$ cat config.mk
export PLATFORM = sky130hd
export DESIGN_NAME = irq_ctr_gen
export DESIGN_NICKNAME = d
export VERILOG_FILES = /design/src/rtl/irq_ctr_pkg.sv /design/src/rtl/irq_ctr_gen_sig_cond.sv /design/src/rtl/irq_ctr_gen.sv
export SDC_FILE = /design/constraint.sdc
export NUM_CORES = 1
export LEC_CHECK = 0
export CAP_MARGIN = 10
export CORE_MARGIN = 2
export CORE_UTILIZATION = 44
export CTS_CLUSTER_SIZE = 8
export DETAILED_ROUTE_END_ITERATION = 16
export GPL_ROUTABILITY_DRIVEN = 0
export GPL_TIMING_DRIVEN = 0
export MAX_ROUTING_LAYER = met4
export PLACE_DENSITY_LB_ADDON = 0.3
export SLEW_MARGIN = 20
export SYNTH_ARGS = -nofsm -noshare
export SYNTH_HDL_FRONTEND = slang
export SYNTH_SLANG_ARGS = --single-unit
$ cat constraint.sdc
create_clock -name clk -period 1.04 [get_ports clk]
set_input_delay 0.208 -clock clk [delete_from_list [all_inputs] [get_ports clk]]
set_output_delay 0.208 -clock clk [all_outputs]
set_load 0.01 [all_outputs]
$ cat src/rtl/irq_ctr_pkg.sv
// irq_ctr_pkg: shared encodings for the scanline / CPU-cycle IRQ counter
// Holds mode encodings, register selects, save-state addresses and a byte-merge helper.
package irq_ctr_pkg;

  typedef enum logic [1:0] {
    MODE_MMC3  = 2'd0,
    MODE_MMC3A = 2'd1,
    MODE_CPU   = 2'd2,
    MODE_RSV   = 2'd3
  } mode_e;

  localparam logic [2:0] REG_LAT_LO = 3'd0;
  localparam logic [2:0] REG_LAT_HI = 3'd1;
  localparam logic [2:0] REG_RELOAD = 3'd2;
  localparam logic [2:0] REG_DIS    = 3'd3;
  localparam logic [2:0] REG_EN     = 3'd4;

  localparam logic [7:0] SS_IRQ_BASE = 8'd16;
  localparam logic [7:0] SS_LAT_LO   = 8'd0;
  localparam logic [7:0] SS_LAT_HI   = 8'd1;
  localparam logic [7:0] SS_EN       = 8'd2;
  localparam logic [7:0] SS_CTR_LO   = 8'd3;
  localparam logic [7:0] SS_CTR_HI   = 8'd4;
  localparam logic [7:0] SS_FLAGS    = 8'd5;

  // Replace the low or high byte of a 16-bit value; callers truncate to CTR_W.
  function automatic logic [15:0] put_byte(input logic [15:0] v, input logic hi, input logic [7:0] b);
    return hi ? {b, v[7:0]} : {v[15:8], b};
  endfunction

endpackage

$ cat src/rtl/irq_ctr_gen_sig_cond.sv
// sig_cond: synchroniser for an asynchronous pin with optional 2-sample deglitch and edge pulses
// Ports:
//   clk  - system clock
//   rst  - asynchronous active-high reset (clears to low level)
//   din  - asynchronous input pin
//   lvl  - conditioned level
//   rise - one-clk pulse on a conditioned 0->1 transition
//   fall - one-clk pulse on a conditioned 1->0 transition
module sig_cond
  import irq_ctr_pkg::*;
#(
  parameter int ST   = 2,
  parameter bit DEGL = 1'b0
) (
  input  logic clk,
  input  logic rst,
  input  logic din,
  output logic lvl,
  output logic rise,
  output logic fall
);

  logic [ST-1:0] sy;
  logic          lvl_d;

  always_ff @(posedge clk or posedge rst)
    if (rst) sy <= '0;
    else sy <= ST'({sy, din});

  generate
    if (DEGL) begin : g_dg
      logic prev, deg;
      // The level only moves once two consecutive samples agree.
      always_ff @(posedge clk or posedge rst)
        if (rst) begin
          prev <= 1'b0;
          deg  <= 1'b0;
        end else begin
          prev <= sy[ST-1];
          if (sy[ST-1] == prev) deg <= prev;
        end
      assign lvl = deg;
    end else begin : g_nd
      assign lvl = sy[ST-1];
    end
  endgenerate

  always_ff @(posedge clk or posedge rst)
    if (rst) lvl_d <= 1'b0;
    else lvl_d <= lvl;

  assign rise = lvl & ~lvl_d;
  assign fall = ~lvl & lvl_d;

endmodule

$ cat src/rtl/irq_ctr_gen.sv
// irq_ctr_gen: parametrised MMC3 / MMC3A / CPU-cycle IRQ counter, fully synchronous to clk
// Ports:
//   clk      - system clock
//   map_rst  - asynchronous active-high reset, deassertion synchronised internally
//   m2       - CPU M2, asynchronous
//   ppu_a12  - PPU A12, asynchronous
//   mode     - 0 MMC3, 1 MMC3A, 2 CPU-cycle, 3 frozen
//   reg_we/reg_sel/reg_dat - register write port
//   ss_act/ss_we/ss_addr/ss_din/ss_dout - save-state port
//   irq      - IRQ pending, active-high
// Optional save-state access is compiled in with macro IRQ_CTR_SS_EN;
// without it ss_dout reads 8'hff and ss_we is ignored.
module irq_ctr_gen
  import irq_ctr_pkg::*;
#(
  parameter int CTR_W    = 8,
  parameter int SYNC_ST  = 2,
  parameter int A12_FILT = 3
) (
  input  logic       clk,
  input  logic       map_rst,
  input  logic       m2,
  input  logic       ppu_a12,
  input  logic [1:0] mode,
  input  logic       reg_we,
  input  logic [2:0] reg_sel,
  input  logic [7:0] reg_dat,
  input  logic       ss_act,
  input  logic       ss_we,
  input  logic [7:0] ss_addr,
  input  logic [7:0] ss_din,
  output logic [7:0] ss_dout,
  output logic       irq
);

  localparam int LW = (A12_FILT > 0) ? $clog2(A12_FILT + 1) : 1;
  localparam logic [LW-1:0] FILT = LW'(A12_FILT);

  logic [1:0]       rst_q;
  logic             rst;
  logic             a12_lvl, a12_rise, m2_fall;
  logic             unused_a12_fall, unused_m2_lvl, unused_m2_rise;
  logic [LW-1:0]    lowcnt;
  logic [CTR_W-1:0] latch, ctr, lat_n, ctr_n, nxt;
  logic             en, pend, reload_req, en_n, pend_n, rr_n;
  logic             wr, cpu, mmc, lat_wr, drop, a12_tick, mmc_tick, cpu_tick, pend_set;

  // Reset asserts immediately and releases two clocks later.
  always_ff @(posedge clk or posedge map_rst)
    if (map_rst) rst_q <= 2'b11;
    else rst_q <= {rst_q[0], 1'b0};

  assign rst = rst_q[1];

  sig_cond #(.ST(SYNC_ST), .DEGL(1'b0)) u_m2 (
    .clk (clk),
    .rst (rst),
    .din (m2),
    .lvl (unused_m2_lvl),
    .rise(unused_m2_rise),
    .fall(m2_fall)
  );

  sig_cond #(.ST(SYNC_ST), .DEGL(1'b1)) u_a12 (
    .clk (clk),
    .rst (rst),
    .din (ppu_a12),
    .lvl (a12_lvl),
    .rise(a12_rise),
    .fall(unused_a12_fall)
  );

  // Out of reset the filter behaves as if A12 had been low long enough.
  always_ff @(posedge clk or posedge rst)
    if (rst) lowcnt <= FILT;
    else if (a12_lvl) lowcnt <= '0;
    else if (m2_fall && lowcnt != FILT) lowcnt <= lowcnt + LW'(1);

  always_comb begin
    wr       = reg_we & ~ss_act;
    cpu      = mode == MODE_CPU;
    mmc      = (mode == MODE_MMC3) | (mode == MODE_MMC3A);
    lat_wr   = (reg_sel == REG_LAT_LO) | (reg_sel == REG_LAT_HI);
    // Register writes swallow a coincident tick, except a CPU-mode latch
    // write, which lets the cycle count and takes effect at the next reload.
    drop     = wr & ~(cpu & lat_wr);
    a12_tick = a12_rise & (lowcnt == FILT);
    mmc_tick = mmc & a12_tick & ~ss_act & ~drop;
    cpu_tick = cpu & m2_fall & en & ~ss_act & ~drop;
    nxt      = (ctr == '0 || reload_req) ? latch : ctr - CTR_W'(1);
    pend_set = (mmc_tick & en & (nxt == '0) & ((mode == MODE_MMC3) | (ctr != '0) | reload_req))
             | (cpu_tick & (ctr == '0));
    lat_n  = latch;
    ctr_n  = ctr;
    en_n   = en;
    pend_n = pend;
    rr_n   = reload_req;
    if (wr) begin
      if (lat_wr) lat_n = CTR_W'(put_byte(16'(latch), reg_sel == REG_LAT_HI, reg_dat));
      if (reg_sel == REG_RELOAD) begin
        rr_n  = 1'b1;
        ctr_n = cpu ? latch : '0;
      end
      if (reg_sel == REG_DIS) begin
        en_n   = 1'b0;
        pend_n = 1'b0;
      end
      if (reg_sel == REG_EN) en_n = 1'b1;
    end
    if (mmc_tick) begin
      ctr_n = nxt;
      rr_n  = 1'b0;
    end
    if (cpu_tick) ctr_n = (ctr == '0) ? latch : ctr - CTR_W'(1);
    if (pend_set) pend_n = 1'b1;
`ifdef IRQ_CTR_SS_EN
    if (ss_act & ss_we) begin
      if (ss_addr == SS_IRQ_BASE + SS_LAT_LO) lat_n = CTR_W'(put_byte(16'(latch), 1'b0, ss_din));
      if (ss_addr == SS_IRQ_BASE + SS_LAT_HI) lat_n = CTR_W'(put_byte(16'(latch), 1'b1, ss_din));
      if (ss_addr == SS_IRQ_BASE + SS_EN) en_n = ss_din[0];
      if (ss_addr == SS_IRQ_BASE + SS_CTR_LO) ctr_n = CTR_W'(put_byte(16'(ctr), 1'b0, ss_din));
      if (ss_addr == SS_IRQ_BASE + SS_CTR_HI) ctr_n = CTR_W'(put_byte(16'(ctr), 1'b1, ss_din));
      if (ss_addr == SS_IRQ_BASE + SS_FLAGS) begin
        rr_n   = ss_din[1];
        pend_n = ss_din[0];
      end
    end
`endif
  end

  // irq tracks pend but is held while a save-state session is open.
  always_ff @(posedge clk or posedge rst)
    if (rst) begin
      latch      <= '0;
      ctr        <= '0;
      en         <= 1'b0;
      pend       <= 1'b0;
      reload_req <= 1'b0;
      irq        <= 1'b0;
    end else begin
      latch      <= lat_n;
      ctr        <= ctr_n;
      en         <= en_n;
      pend       <= pend_n;
      reload_req <= rr_n;
      irq        <= ss_act ? irq : pend_n;
    end

`ifdef IRQ_CTR_SS_EN
  logic [15:0] lat16, ctr16;
  logic [7:0]  ss_rd;

  always_comb begin
    lat16 = 16'(latch);
    ctr16 = 16'(ctr);
    ss_rd = (ss_addr == SS_IRQ_BASE + SS_LAT_LO) ? lat16[7:0]
          : (ss_addr == SS_IRQ_BASE + SS_LAT_HI) ? lat16[15:8]
          : (ss_addr == SS_IRQ_BASE + SS_EN)     ? {7'd0, en}
          : (ss_addr == SS_IRQ_BASE + SS_CTR_LO) ? ctr16[7:0]
          : (ss_addr == SS_IRQ_BASE + SS_CTR_HI) ? ctr16[15:8]
          : (ss_addr == SS_IRQ_BASE + SS_FLAGS)  ? {6'd0, reload_req, pend}
          : 8'hff;
  end

  always_ff @(posedge clk or posedge rst)
    if (rst) ss_dout <= 8'hff;
    else ss_dout <= ss_rd;
`else
  logic unused_ss;
  assign unused_ss = ^{ss_we, ss_addr, ss_din};
  assign ss_dout   = 8'hff;
`endif

endmodule

# ---- Word level (Yosys, flattened, before mapping)
# Index checks and enable logic that the tools add are counted.
dict set report word_totals {
  ff_bits 32
  in_bits 36
  out_inout_bits 9
  word_cells 87
}
dict set report classes {
  add_sub_neg 2
  n_eq_ne 9
  muxes 17
  n_bitwise 28
  reduce_logical 17
}
# operator count
set ops {}
lappend ops {{2-to-1 mux 8 bit} 7}
lappend ops {{AND 1 bit} 17}
lappend ops {{zero test 8 bit} 2}
lappend ops {{2-to-1 mux 1 bit} 8}
lappend ops {{nonzero test 2 bit} 4}
lappend ops {{nonzero test 8 bit} 1}
lappend ops {{subtractor 8 x 1 -> 8 bit (second input constant)} 1}
lappend ops {{equality test 3 x 2 -> 1 bit (second input constant)} 2}
lappend ops {{inverter 1 bit} 6}
lappend ops {{AND reduction 2 bit} 3}
lappend ops {{nonzero test 3 bit} 2}
lappend ops {{OR 1 bit} 5}
lappend ops {{equality test 2 bit (second input constant)} 2}
lappend ops {{2-to-1 mux 2 bit} 2}
lappend ops {{equality test 3 x 1 -> 1 bit (second input constant)} 1}
lappend ops {{equality test 3 bit (second input constant)} 1}
lappend ops {{zero test 3 bit} 1}
lappend ops {{AND reduction 3 bit} 1}
lappend ops {{adder 2 x 1 -> 2 bit (second input constant)} 1}
lappend ops {{equality test 2 x 1 -> 1 bit (second input constant)} 1}
lappend ops {{zero test 2 bit} 1}
lappend ops {{!= test 2 bit (second input constant)} 1}
lappend ops {{equality test 1 bit} 1}
lappend ops {{logical AND 1 bit} 1}
lappend ops {{logical OR 1 bit} 1}

# ---- Logic depth before layout (Yosys ltp)
dict set report logic_depth {
  word_depth 12
  mapped_depth 8
  mapped_depth_nobuf 7
}

# ---- Modules after synthesis
# A second synthesis with hierarchy kept.
dict set report unflattened {
  cells_unflattened 197
  area_unflattened_um2 1875.5
}
# module n_inst cells_per_inst area_each_um2 seq_area_each_um2
set by_module_without_submodules {}
lappend by_module_without_submodules {irq_ctr_gen 1 182 1627.8 605.6}
lappend by_module_without_submodules {{sig_cond at u_a12} 1 9 153.9 125.1}
lappend by_module_without_submodules {{sig_cond at u_m2} 1 6 93.8 75.1}

# ---- Least setup slack after synthesis
# Ideal clock, no wire load.
dict set report synth_timing {
  kind {register to register}
  startpoint {reg lowcnt[0]}
  endpoint {reg pend}
  setup_time_ps 64
  arrival_time_ps 1985
  t_required_ps 976
  path_slack_ps -1008
  stages_incl_launch_ff 8
  path_buffers 1
  period_less_slack_ps 2048
  path_cell_list {dfstp_2 -> ha_1 -> nor4bb_1 -> o211a_1 -> buf_2 -> o311ai_1 -> a2111oi_2 -> or2_2}
}
dict set report synth_via {
  elab_chain_len 10
}
# item line_no
set synth_rtl {}
lappend synth_rtl {{from (decl)} irq_ctr_gen.sv:43} ;# logic [LW-1:0] lowcnt;
lappend synth_rtl {{from (signal assigned)} irq_ctr_gen.sv:77} ;# else if (m2_fall && lowcnt != FILT) lowcnt <= lowcnt + LW'(1);
lappend synth_rtl {{equality test 2 bit} irq_ctr_gen.sv:87} ;# a12_tick = a12_rise & (lowcnt == FILT);
lappend synth_rtl {{AND 1 bit} irq_ctr_gen.sv:87}
lappend synth_rtl {{AND 1 bit (3 in a row)} irq_ctr_gen.sv:88} ;# mmc_tick = mmc & a12_tick & ~ss_act & ~drop;
lappend synth_rtl {{AND 1 bit (3 in a row)} irq_ctr_gen.sv:91} ;# pend_set = (mmc_tick & en & (nxt == '0) & ((mode == MODE_MMC3) | (ctr != '0) | reload_req))
lappend synth_rtl {{OR 1 bit} irq_ctr_gen.sv:92} ;# | (cpu_tick & (ctr == '0));
lappend synth_rtl {{2-to-1 mux 1 bit} irq_ctr_gen.sv:115} ;# if (pend_set) pend_n = 1'b1;
lappend synth_rtl {{named net pend_n} irq_ctr_gen.sv:45} ;# logic en, pend, reload_req, en_n, pend_n, rr_n;
lappend synth_rtl {{to (signal assigned)} irq_ctr_gen.sv:144} ;# pend <= pend_n;
lappend synth_rtl {{to (decl)} irq_ctr_gen.sv:45}
# The timed path passes the listed nets, and every way through them passes these cells.
# A chain may end at the register's enable or synchronous reset.

# ---- Worst setup path in the final report
dict set report layout_timing {
  startpoint {reg ctr[4]}
  endpoint {reg irq}
}
dict set report layout_via {
  elab_chain_len 8
  elab_cells_between_ends 13
  cone_classes {1 x add/sub; 2 x mux; 6 x bitwise; 4 x reduce/logical}
}
# item line_no
set layout_rtl {}
lappend layout_rtl {{from (decl)} irq_ctr_gen.sv:44} ;# logic [CTR_W-1:0] latch, ctr, lat_n, ctr_n, nxt;
lappend layout_rtl {{from (signal assigned)} irq_ctr_gen.sv:142} ;# ctr <= ctr_n;
lappend layout_rtl {{parallel branches: the longest is 6 deep, another holds subtractor 8 x 1 -> 8 bit} --}
lappend layout_rtl {{OR 1 bit (*)} irq_ctr_gen.sv:92}
lappend layout_rtl {{2-to-1 mux 1 bit (*)} irq_ctr_gen.sv:115}
lappend layout_rtl {{to (signal assigned)} irq_ctr_gen.sv:146} ;# irq <= ss_act ? irq : pend_n;
lappend layout_rtl {{to (decl)} irq_ctr_gen.sv:33} ;# output logic irq
# Mark *: on every way between the ends.

==> results.md <==
- The run finished, with violations left.
- The checks that failed: negative setup slack.
- The share of the core filled with cells in the final layout is 0.682.
- The area growth from synthesis to layout is 47.7%.
- Headroom to the max-slew limit came out at 0.574.
- The detailed-router iteration count before antenna repair is 4.
- The primary flip-flop cell chosen by synthesis mapping is sky130_fd_sc_hd__dfrtp_1.
- The count of state elements after synthesis is 32.
- The number of antenna violations at the first check in global routing came to 0.
- The number of global-route vias before repair is approximately 1,600.
- The number of buffers created by CTS is 5.
- The cell sitting at the root of the clock tree is a sky130_fd_sc_hd__clkbuf_8.
- The slew at the pin closest to its max-slew limit is 0.638 ns.
- Setup repair after global routing could not meet its margin everywhere.
- Along the worst hold path, the cell count comes to 2.
- The buffers plus inverters on the worst setup path is 2.
- The switching power is 0.00159 W.
- The die covers approximately 4800 um2.
- The final hold violation count is 0.
- The hold-fix buffer count after cts is 0.
- The synthesized area divided by synthesized cell count is 9.95 um2.
- The master of the slowest instance on the critical path is sky130_fd_sc_hd__dfrtp_2.
- The number of primary I/O pins is 45.
- The final HPWL from detailed placement is just under 3 mm.
- The share of power burned in registers is 0.379.
- For the worst setup path, the data required time is 1.27 ns.
- In the final routed layout, each cell accounts on average for about 17 um.
- The routed wire length is about 5 mm.
- The residual overflow from global routing is 0.
- Counting flops with a built-in enable in the synthesized netlist gives 0.
- The repair_antennas step left the layout with diodes totalling 0.
- TritonCTS built the clock tree.
- Total power for the finished layout comes to 0.00461 W.
- The pin count of the biggest net entering global routing is 31.
- The count of endpoints failing setup in the final report is 20.
- Of the post-synthesis cell area, the dominant cell type holds 0.377.
- The detail route stage leaves a number of antenna-violating nets equal to 0.
- Buffers placed on the I/O ports in this run total 19.
- In this run the worst path has a maximum fanout of 6.
- Across the run, the number of max-cap violations was 0.
- The category of the critical setup timing path is flip-flop to flip-flop.
- Of the total power, the share spent switching nets is 0.345.
- The smallest clock period supported by the final layout is computed as between 1.5 and 2 ns.
- The first global-routing pass estimated 7.96 mm of wire.
- In the global route stage, overall resource usage came out at 0.218.
- Among cell families on the critical path, the largest total delay comes from compound AO/OA/AOI/OAI gates.
- The number of remaining DRC errors is 0.
- In the final layout, the share of cells above drive strength 1 is 0.417.
- The signal arrival time at the worst endpoint is approximately 2.2 ns.
- Static timing analysis puts the maximum clock frequency at between 500 and 600 MHz.
- The critical path runs through a total of 7 cells.
- The fraction of power consumed by combinational cells is 0.365.
- In the synthesized netlist, the number of instances is roughly 190.
- The part of the power in the clock network is 0.256.
- The per-cell via count in the routed design is 5.81.
- The overall via count from detail_route is 1,696.
- For this design, the sink count on the clock tree is 32.
- Across the VDD grid, the largest voltage drop is approximately 1.1 mV.
- The signal on the critical path passes through nor4_4 -> buf_6 -> a31oi_4 -> buf_6 -> mux2i_2 -> a2111oi_4 -> o31a_1.
- The filler cells instantiated in the layout total approximately 300.
- The peak per-stage delay on the critical path is 0.44 ns.
- The internal power component is 0.00302 W.
- In this run the worst hold path is classified as primary input to flip-flop.
- The count of yosys warnings during synthesis is 0.
- STA classifies the critical path endpoint as a flip-flop.
- The sequential element share of the synthesized area is 0.433.
- In this run the number of H-tree levels came out at 2.
- In this run, distinct cell masters in the synthesized netlist total 55.
- Yosys instantiated no cell more often than sky130_fd_sc_hd__dfrtp_1.
- For this design the ratio of total power to cell area is 1680 nW/um2.
- After floorplanning, the core was sized to cover between 4000 and 5000 um2.
- From bottom edge to top edge, the die measures 69.0 um.
- The die is between 60 and 70 um wide.
- The total negative setup slack is -10.10 ns.
- The starting density of the core is 0.462.
- The worst clock skew is 0.00276 ns.
- The clock reaches the later pin of the worst-skew pair after 0.29 ns.
- The standard-cell row count is 23.
- In the synthesized netlist, the cells that appear most often are sky130_fd_sc_hd__dfrtp_1 (28), sky130_fd_sc_hd__nand2_1 (19), sky130_fd_sc_hd__inv_1 (11).
- The final worst-path cycle share is 1.86.
- The worst-case reg-to-reg path depth is 7.
- The critical path startpoint category is a flip-flop.
- The first routing iteration left 95 violations.
- The largest total area in the synthesized netlist belongs to sky130_fd_sc_hd__dfrtp_1.
- The minimum setup slack in the final design is -0.898 ns.
- The buffer levels on the longest clock path is 2.
- The proportion of synthesized flip-flops having asynchronous set or reset is 1.00.
- Ranked by total cell area, the synthesized netlist is headed by sky130_fd_sc_hd__dfrtp_1 (38%), sky130_fd_sc_hd__dfstp_2 (5.6%), sky130_fd_sc_hd__mux2_2 (4.8%).
- The leakage dissipation is 1.15 nW.
- In this run the cell area of the synthesized design comes to between 1500 and 2000 um2.
- Counting stages on the worst path, the most repeated cell is sky130_fd_sc_hd__buf_6.
- The clock-pin slew on the worst setup and hold paths is about 0.070 ns.
- The worst hold margin is approximately 0.13 ns.
- The worst slack at placement is -1.43 ns.
- The number of nets at the end of the flow is 279.
- The max-slew violation count is 0.
==> timing repair <==
item	in CTS	in global routing
setup endpoints to repair	23	22
setup buffers	20	1
gates cloned	0	1
endpoints found under the hold margin	0	0
resized for setup	55	25
pin swaps	20	13
==> kinds of logic (layout without fill, tap and decap cells) <==
family                   after synthesis  in the layout  synth area share
other                                  2              9           0.00404
AO/OA/AOI/OAI                         49             49             0.208
adder cells (fa/ha/maj)                3              3            0.0188
XOR/XNOR                               4              4            0.0188
AND/OR/NAND/NOR                       63             63             0.188
multiplexers                          11             11            0.0646
buffers and inverters                 23             71            0.0646
flip-flops                            32             32             0.433
==> final timing paths <==
kind,slack [ns],end,from
worst max-delay path,-0.90,irq$_DFFE_PP0N_,ctr[4]$_DFFE_PP0P_
worst min register to register,0.35,u_a12.sy[1]$_DFF_PP0_,rst_q[1]$_DFF_PP1_
max in group asynchronous,0.24,en$_DFFE_PP0P_,rst_q[1]$_DFF_PP1_
worst max register to register,-0.90,irq$_DFFE_PP0N_,ctr[4]$_DFFE_PP0P_
worst min-delay path,0.13,en$_DFFE_PP0P_,reg_sel[1]
min in group asynchronous,0.24,rst_q[1]$_DFF_PP1_,map_rst
==> cells in the final DEF, fill, tap and decap left out, types with 3 or more instances in the layout <==
| master | count |
|---|---|
| sky130_fd_sc_hd__clkdlybuf4s50_1 | 11 |
| sky130_fd_sc_hd__a21oi_1 | 4 |
| sky130_fd_sc_hd__clkbuf_8 | 5 |
| sky130_fd_sc_hd__dfrtp_1 | 24 |
| sky130_fd_sc_hd__o211a_1 | 3 |
| sky130_fd_sc_hd__buf_4 | 22 |
| sky130_fd_sc_hd__nor2_1 | 7 |
| sky130_fd_sc_hd__nand3_1 | 3 |
| sky130_fd_sc_hd__inv_1 | 9 |
| sky130_fd_sc_hd__dfrtp_2 | 4 |
| sky130_fd_sc_hd__buf_6 | 11 |
| sky130_fd_sc_hd__dfstp_2 | 4 |
| sky130_fd_sc_hd__nand4_1 | 3 |
| sky130_fd_sc_hd__nand2b_1 | 4 |
| sky130_fd_sc_hd__o211ai_1 | 6 |
| sky130_fd_sc_hd__nand2_1 | 18 |
| sky130_fd_sc_hd__conb_1 | 9 |
| sky130_fd_sc_hd__o21ai_0 | 6 |
| sky130_fd_sc_hd__nor2b_1 | 3 |
| sky130_fd_sc_hd__nor3_1 | 4 |
| sky130_fd_sc_hd__mux2_4 | 7 |
==> layer usage <==
| metal | GRT usage | vias up | wire length [um] |
|---|---|---|---|
| met5 | - | - | 0 |
| met4 | 0.0915 | 0 | 110 |
| met3 | 0.0512 | 12 | 241 |
| met2 | 0.329 | 50 | 2480 |
| met1 | 0.281 | 840 | 2170 |
| li1 | - | 794 | - |
==> sequential cells by signal, indices dropped and copies added, names as in the netlist <==
register	flops
u_a12.g_dg.prev	1
pend	1
reload_req	1
irq	1
latch	8
u_m2.lvl_d	1
rst_q	2
u_m2.sy	2
lowcnt	2
u_a12.lvl_d	1
ctr	8
u_a12.lvl	1
en	1
u_a12.sy	2
==> layout make-up <==
class                           count  area, um2  share of cell area
Multi-Input combinational cell    139       1240               0.450
Sequential cell                    32        811               0.295
Timing Repair Buffer               41        392               0.142
Buffer                             11       93.8              0.0341
Clock buffer                        5       68.8              0.0250
Tap cell                           50       62.6              0.0228
Clock inverter                      3       42.5              0.0155
Inverter                           11       41.3              0.0150
==> stage by stage <==
| stage | instances | area [um2] |
|---|---|---|
| 4_1_cts | 290 | 2620 |
| 3_3_place_gp | 263 | 2220 |
| 6_report | 292 | 2750 |
| 3_5_place_dp | 263 | 2220 |
| 5_1_grt | 292 | 2750 |
| 2_1_floorplan | 194 | 1970 |
==> power by group through the flow <==
stage                     clock, W  combinational (W)  sequential, W
after floorplan                  0           0.000882        0.00169
after global placement           0            0.00112        0.00175
after detailed placement         0            0.00112        0.00176
after CTS                  0.00122            0.00149        0.00174
after global routing       0.00127            0.00183        0.00178
final                      0.00118            0.00168        0.00175
Power figures use the tool's default switching activity.
